--- src/rtl/serial_addsub_unit_pkg.sv ---
// Shared encodings and the carry helper for the bit-serial adder/subtractor.
package serial_addsub_unit_pkg;

  typedef enum logic [1:0] {
    ST_IDLE = 2'd0,
    ST_RUN  = 2'd1,
    ST_DONE = 2'd2
  } state_e;

  localparam logic MODE_ADD = 1'b0;
  localparam logic MODE_SUB = 1'b1;

  function automatic logic majority(input logic x, input logic y, input logic z);
    return (x & y) | (x & z) | (y & z);
  endfunction

endpackage

--- src/rtl/full_adder_cell.sv ---
// Single 1-bit full adder; the only arithmetic cell in the serial datapath.
module full_adder_cell
  import serial_addsub_unit_pkg::*;
(
  input  logic a,
  input  logic b,
  input  logic cin,
  output logic s,
  output logic cout
);

  assign s    = a ^ b ^ cin;
  assign cout = majority(a, b, cin);

endmodule

--- src/rtl/serial_addsub_unit.sv ---
// Bit-serial two's-complement add/subtract, LSB first, one bit per clock.
// Result and flags live in shadow registers that only change on the last bit.
module serial_addsub_unit
  import serial_addsub_unit_pkg::*;
#(
  parameter int WIDTH = 8
) (
  input  logic             clk,
  input  logic             rst_n,
  input  logic             start,
  input  logic             mode,
  input  logic [WIDTH-1:0] a,
  input  logic [WIDTH-1:0] b,
  output logic             busy,
  output logic             done,
  output logic [WIDTH-1:0] result,
  output logic             cout_bout,
  output logic             overflow
);

  localparam int               CNT_W    = $clog2(WIDTH) + 1;
  localparam logic [CNT_W-1:0] CNT_LAST = CNT_W'(WIDTH - 1);

  state_e           state_q, state_d;
  logic [WIDTH-1:0] a_sr_q, b_sr_q;
  logic [WIDTH-2:0] res_sr_q;
  logic [WIDTH-1:0] res_next;
  logic [WIDTH-1:0] result_q;
  logic [CNT_W-1:0] cnt_q;
  logic             carry_q, mode_q, cout_bout_q, overflow_q;
  logic             fa_s, fa_cout;
  logic             accept, last_bit;

  full_adder_cell u_fa (
    .a   (a_sr_q[0]),
    .b   (b_sr_q[0]),
    .cin (carry_q),
    .s   (fa_s),
    .cout(fa_cout)
  );

  // NOTE: every output of this block gets a default first so no latch is inferred.
  always_comb begin
    state_d  = state_q;
    accept   = 1'b0;
    last_bit = 1'b0;
    case (state_q)
      ST_IDLE: begin
        if (start) begin
          accept  = 1'b1;
          state_d = ST_RUN;
        end
      end
      ST_RUN: begin
        if (cnt_q == CNT_LAST) begin
          last_bit = 1'b1;
          state_d  = ST_DONE;
        end
      end
      ST_DONE: begin
        if (start) begin
          accept  = 1'b1;
          state_d = ST_RUN;
        end else begin
          state_d = ST_IDLE;
        end
      end
      default: state_d = ST_IDLE;
    endcase
  end

  // NOTE: sequential state uses non-blocking assignments under an async active-low reset.
  always_ff @(posedge clk or negedge rst_n) begin
    if (!rst_n) state_q <= ST_IDLE;
    else        state_q <= state_d;
  end

  // The final sum bit is combined with the shifted bits and captured straight into result.
  assign res_next = {fa_s, res_sr_q};

  always_ff @(posedge clk or negedge rst_n) begin
    if (!rst_n) begin
      a_sr_q      <= '0;
      b_sr_q      <= '0;
      res_sr_q    <= '0;
      result_q    <= '0;
      cnt_q       <= '0;
      carry_q     <= 1'b0;
      mode_q      <= MODE_ADD;
      cout_bout_q <= 1'b0;
      overflow_q  <= 1'b0;
    end else if (accept) begin
      a_sr_q   <= a;
      b_sr_q   <= (mode == MODE_ADD) ? b : ~b;
      carry_q  <= mode;
      mode_q   <= mode;
      cnt_q    <= '0;
      res_sr_q <= '0;
    end else if (state_q == ST_RUN) begin
      a_sr_q   <= a_sr_q >> 1;
      b_sr_q   <= b_sr_q >> 1;
      carry_q  <= fa_cout;
      res_sr_q <= res_next[WIDTH-1:1];
      if (last_bit) begin
        // carry_q here is the carry into the MSB; fa_cout is the carry out of it.
        result_q    <= res_next;
        cout_bout_q <= (mode_q == MODE_SUB) ? ~fa_cout : fa_cout;
        overflow_q  <= carry_q ^ fa_cout;
      end else begin
        cnt_q <= cnt_q + 1'b1;
      end
    end
  end

  assign busy      = (state_q == ST_RUN);
  assign done      = (state_q == ST_DONE);
  assign result    = result_q;
  assign cout_bout = cout_bout_q;
  assign overflow  = overflow_q;

endmodule

--- config.mk ---
export PLATFORM = sky130hd
export DESIGN_NAME = serial_addsub_unit
export DESIGN_NICKNAME = d
export VERILOG_FILES = /design/src/rtl/serial_addsub_unit_pkg.sv /design/src/rtl/full_adder_cell.sv /design/src/rtl/serial_addsub_unit.sv
export SDC_FILE = /design/constraint.sdc
export NUM_CORES = 1
export LEC_CHECK = 0
export ABC_AREA = 1
export CORE_UTILIZATION = 53
export DETAILED_ROUTE_END_ITERATION = 8
export PLACE_DENSITY_LB_ADDON = 0.05
export REMOVE_ABC_BUFFERS = 1
export SYNTH_ARGS = -nofsm -noshare
export SYNTH_HDL_FRONTEND = slang
export SYNTH_HIERARCHICAL = 1
export SYNTH_SLANG_ARGS = --single-unit
--- constraint.sdc ---
create_clock -name clk -period 1.55 [get_ports clk]
set_input_delay 0.31 -clock clk [delete_from_list [all_inputs] [get_ports clk]]
set_output_delay 0.31 -clock clk [all_outputs]
set_load 0.1 [all_outputs]
# After elaboration in Yosys (flattened, before gate mapping)
# Index checks and enable logic that the tools add are counted.
# word_totals
rom_bits	0
wordCells	55
input_bits	20
latchBits	0
out_inout_bits	12
memories	0
mem_bits_rw	0
regBits	41
# op_classes
n_eq_ne	6
magnitude_cmp	0
n_mux	21
bitwise_logic	11
reduce_logical	6
shifts	0
div	0
multipliers	0
n_addsub	1
# op_table
op	n
2-to-1 mux 8 bit	5
2-to-1 mux 7 bit	2
2-to-1 mux 4 bit	3
2-to-1 mux 1 bit	8
inverter 8 bit	1
one-hot mux 2 bit (3 select lines)	1
adder 4 x 1 -> 4 bit, second input constant	1
== test 4 x 3 -> 1 bit, second input constant	1
2-to-1 mux 2 bit	2
!= test 2 bit, second input constant	2
AND reduction 2 bit	2
bitwise AND 1 bit	3
AND reduction 3 bit	1
XOR 1 bit	3
== test 2 x 1 -> 1 bit, second input constant	1
== test 2 bit, second input constant	1
zero test 2 bit	1
!= test 2 x 1 -> 1 bit, second input constant	1
inverter 1 bit	2
OR 1 bit	2
nonzero test 2 bit	1
OR reduction 2 bit	1

# Longest topological paths before layout
# Gate-level depths: netlist of run 1.
# logic_depth
word_depth	6
depth_mapped	7
ltp_nobuf	7

# By module
# Netlist of run 1, hierarchy kept.
# modules_own_cells
module	cells_per_inst	seq_area_each_um2	area_each_um2	n_inst
serial_addsub_unit	236	1026.0	1948.1	1
full_adder_cell	1	0.0	20.0	1

# Worst setup path after synthesis of run 1
# Ideal clock, no wire load.
# synth_path
path_type	flip-flop to output port
startpoint	reg state_q[0]
endpoint	out done
n_path_buf	0
stages_incl_launch_ff	2
required_time_ps	1240
t_arrival_ps	1655
setup_slack_ps	-415
path_cell_list	dfrtp_1 nor2_1
# synth_via
elab_chain_cells	1
# synth_rtl
element	line_no	rtl
start: declaration	serial_addsub_unit.sv:24	state_e state_q, state_d;
start signal: assignment	serial_addsub_unit.sv:75	else state_q <= state_d;
== test 2 bit	serial_addsub_unit.sv:116	assign done = (state_q == ST_DONE);
end: declaration	serial_addsub_unit.sv:15	output logic done,
# Every way passes these cells.

# Worst setup path after layout of run 1
# layout_path
startpoint	reg state_q[0]
endpoint	out busy
# layout_via
elab_chain_cells	1
# layout_rtl
element	line_no	rtl
== test 2 x 1 -> 1 bit	serial_addsub_unit.sv:115	assign busy = (state_q == ST_RUN);
end: declaration	serial_addsub_unit.sv:14	output logic busy,
# Every way passes these cells.

==> flow_metrics.py, run 1 <==
metrics = {
    "drt": {
        "drc": 0,
        "wl_per_cell_um": 12.20,
        "drt_wl_total_um": 3929,
        "vias_per_cell": 5.009,
        "vias": 1613,
        "firstDrtPassIters": 4,
        "ant_nets": 0,
        "drt_iter0_markers": 82,
    },
    "logic_synthesis": {
        "muxShareOfSynthArea_pct": 0,
        "syn_area_um2": 1968,
        "synthAdderAreaFrac_pct": 1.653,
        "synth_top_family_by_area": "simple AND/OR/NAND/NOR gates",
        "synth-seq-cells": 41,
        "syn_area_per_cell_um2": 8.304,
        "synthCells": 237,
        "synth-compound-area-share_pct": 8.201,
        "synthSimpleGateAreaFrac_pct": 27.21,
        "synth_xor_area_share_pct": 1.335,
        "ys_warn_count": 6,
        "synth_seq_area_share_pct": 52.13,
        "synth.distinct_cells": 21,
    },
    "die": {
        "core_um2": 3442,
        "die_h_um": 62.94,
        "die_w_um": 62.94,
        "die_area_um2": 3961,
        "initial_core_util_pct": 57.18,
        "rows": 21,
        "ios": 32,
    },
    "critical_path": {
        "reg2reg_depth": 7,
        "path_max_fanout": 4,
        "cp.required_ns": 1.24,
        "crit_path_start_kind": "flip-flop",
        "path_class": "reg -> out",
        "rr_endpoint": "result[2]$_DFFE_PN0P_",
        "r2r-start": "cnt_q[0]$_DFFE_PN0P_",
        "regToRegSetupSlack_ns": 0.24,
        "arrival_ns": 1.16,
        "end_kind": "output pin",
    },
    "power": {
        "p_switching_mw": 2.808,
        "p_int_mw": 3.259,
        "power_frac_seq_pct": 31.4,
        "p_leak_nw": 1.328,
        "comb_power_share_pct": 53.9,
        "ir_drop_v": 0.001127,
        "swShare_pct": 46.28,
        "p_per_area_nw_per_um2": 2340,
        "pwr-share-clk_pct": 14.7,
    },
    "sta": {
        "maxSlewViolCount": 0,
        "fin_crit_sh_pct": 94.99,
        "clock.fmax_mhz": 679.2,
        "maxSlewHeadroom_pct": 75.33,
        "min_period_ns": 1.472,
        "skew_ns": 0.001822,
        "worst_pin_slew_ns": 0.3701,
        "hold_viol_final": 0,
        "rsz0062_at_grt": "false",
        "holdWs_ns": 0.4585,
        "setup_viol": 0,
    },
    "clock_network": {
        "cts_htree_levels": 2,
        "clkTransAtPathRegs_ns": 0.08,
        "numCtsBuffers": 5,
        "cts_tree": "yes",
        "cts_sinks": 41,
        "clockBufferDepth": 2,
        "cts_root_buffer": "clkbuf_8",
        "insertion_delay_ns": 0.29,
    },
    "placement": {
        "portBuffers": 31,
        "routabilityCongestion": 0.7930,
        "detailed_place_hpwl_um": 2774,
    },
    "run_status": {
        "status": "finished, final reports clean",
    },
    "finish": {
        "area_delta_synth_final_pct": 31.72,
        "drive_above_1_share_pct": 17.39,
        "diodes": 0,
        "final_core_util_pct": 75.32,
        "final_nets": 297,
    },
    "global_routing": {
        "grt_pass1_wl_um": 7038,
        "overflow": 0,
        "antenna_found_initial": 0,
        "grt_max_degree": 27,
        "grtUsageTotal_pct": 22.99,
        "grt_pass1_vias": 1557,
    },
    "job": {
        "cap_viol_max_count": 0,
    },
    "min_path": {
        "hp-class": "in -> async",
    },
}
layer usage:
| metal | part of all wire, % | global-route usage (%) |
|---|---|---|
| met1 | 44 | 28.25 |
| met2 | 51 | 39.25 |
| met3 | 3.7 | 5.292 |
| met4 | 1.8 | 8.140 |
| met5 | 0 | 0 |
power groups by stage:
stage,clock [mW],combinational (mW),sequential [mW]
after CTS,0.907,3.27,1.91
final,0.891,3.27,1.91
after floorplan,0,1.38,2.63
after detailed placement,0,3.24,1.92
after global placement,0,3.16,1.90
after global routing,0.950,3.54,1.97
worst max-delay path by stage:
stage | start | end | slack [ns] | cells past startpoint
6_report | state_q[0]$_DFFE_PN0P_ | busy | 0.08 | 3
5_1_grt | state_q[1]$_DFFE_PN0P_ | done | 0.02 | 3
4_1_cts | state_q[0]$_DFFE_PN0P_ | busy | 0.05 | 3
2_1_floorplan | state_q[0]$_DFFE_PN0P_ | cout_bout$_DFFE_PN0P_ | -0.72 | 5
3_3_place_gp | start | b_sr_q[2]$_DFFE_PN0P_ | 0.10 | 6
3_5_place_dp | start | b_sr_q[6]$_DFFE_PN0P_ | 0.06 | 6
kinds of logic (layout without fill, tap and decap cells):
logic type	count (synthesis)	after routing
AND/OR/NAND/NOR	130	130
flip-flops	41	41
XOR/XNOR	3	3
AO/OA/AOI/OAI	23	23
adder cells (fa/ha/maj)	2	2
buffers and inverters	38	77
registers in the layout, indices dropped and copies added (netlist names):
name and count:
mode_q 1, a_sr_q 8, res_sr_q 7, cnt_q 4
result 8, cout_bout 1, state_q 2, carry_q 1
b_sr_q 8, overflow 1
worst max-delay path, cell delays in order (launching register included):
cell,delay [ns]
dfrtp_1,0.39
inv_2,0.08
nor2_4,0.20
buf_12,0.20
Yosys cell counts, drive strengths merged:
library cell	instances	area, um^2
buf	9	75.06
dfrtp	41	1026
fa	1	20.02
ha	1	12.51
inv	29	111.4
nand2	105	409.1
nand3	18	90.09
nand4	1	6.260
nor2	5	23.77
o21ai	16	117.6
o22ai	7	43.79
or2	1	6.260
xnor2	3	26.28
final cells by class:
cell class | instances | area [um^2]
clock buffer | 7 | 86.33
tap | 46 | 57.56
timing repair buffer | 40 | 520.5
multi-input combinational | 158 | 760.7
sequential | 41 | 1026
fill | 248 | 849.6
inverter | 29 | 111.4
clock inverter | 1 | 30.03
per-stage QoR:
| step | instances | power [mW] | area, um^2 | setup slack (ns) | TNS [ns] |
|---|---|---|---|---|---|
| floorplan | 228 | 4.006 | 1893 | -0.7185 | -11.29 |
| global placement | 312 | 5.054 | 2454 | 0.1003 | 0 |
| detailed placement | 312 | 5.161 | 2454 | 0.06292 | 0 |
| CTS | 321 | 6.084 | 2585 | 0.05279 | 0 |
| global route | 322 | 6.463 | 2592 | 0.02197 | 0 |
| finish | 322 | 6.067 | 2592 | 0.07758 | 0 |
cells in the final DEF (no fill, tap or decap):
| master | netlist | final |
|---|---|---|
| nor2_4 | 0 | 1 |
| inv_1 | 26 | 26 |
| clkbuf_8 | 0 | 6 |
| dlygate4sd3_1 | 0 | 1 |
| nand2_1 | 101 | 101 |
| buf_2 | 3 | 1 |
| nor2_1 | 3 | 3 |
| clkdlybuf4s50_1 | 0 | 18 |
| xnor2_1 | 3 | 3 |
| nand2_4 | 1 | 1 |
| nand3_1 | 18 | 18 |
| nand4_1 | 1 | 1 |
| bufinv_16 | 0 | 1 |
| o21ai_2 | 10 | 10 |
| inv_2 | 2 | 2 |
| nor2_2 | 2 | 1 |
| o21ai_0 | 6 | 6 |
| buf_12 | 0 | 14 |
| fa_1 | 1 | 1 |
| ha_1 | 1 | 1 |
| buf_4 | 2 | 6 |
| or2_2 | 1 | 1 |
| o22ai_1 | 7 | 7 |
| dfrtp_1 | 41 | 41 |
| clkbuf_1 | 0 | 1 |
| inv_4 | 1 | 1 |
| nand2_2 | 3 | 3 |
timing repair:
action	in CTS	in global routing
hold buffers	1	0
buffers inserted	0	1
pin swaps	0	1
cloned	0	0
resized for setup	1	0
endpoints found under the hold margin	15	0
setup endpoints to repair	1	1
Note: power is estimated with default switching activity, not from simulation.
==> run 2: changes to the inputs <==
--- a/config.mk
+++ b/config.mk
@@ -6,6 +6,7 @@
 export NUM_CORES = 1
 export LEC_CHECK = 0
 export ABC_AREA = 1
+export CORE_MARGIN = 1
 export CORE_UTILIZATION = 53
 export DETAILED_ROUTE_END_ITERATION = 8
 export PLACE_DENSITY_LB_ADDON = 0.05
@@ -14,3 +15,4 @@
 export SYNTH_HDL_FRONTEND = slang
 export SYNTH_HIERARCHICAL = 1
 export SYNTH_SLANG_ARGS = --single-unit
+export TNS_END_PERCENT = 5
==> results of run 2 <==
The final DEF is identical to that of run 1; final timing and power are the same.
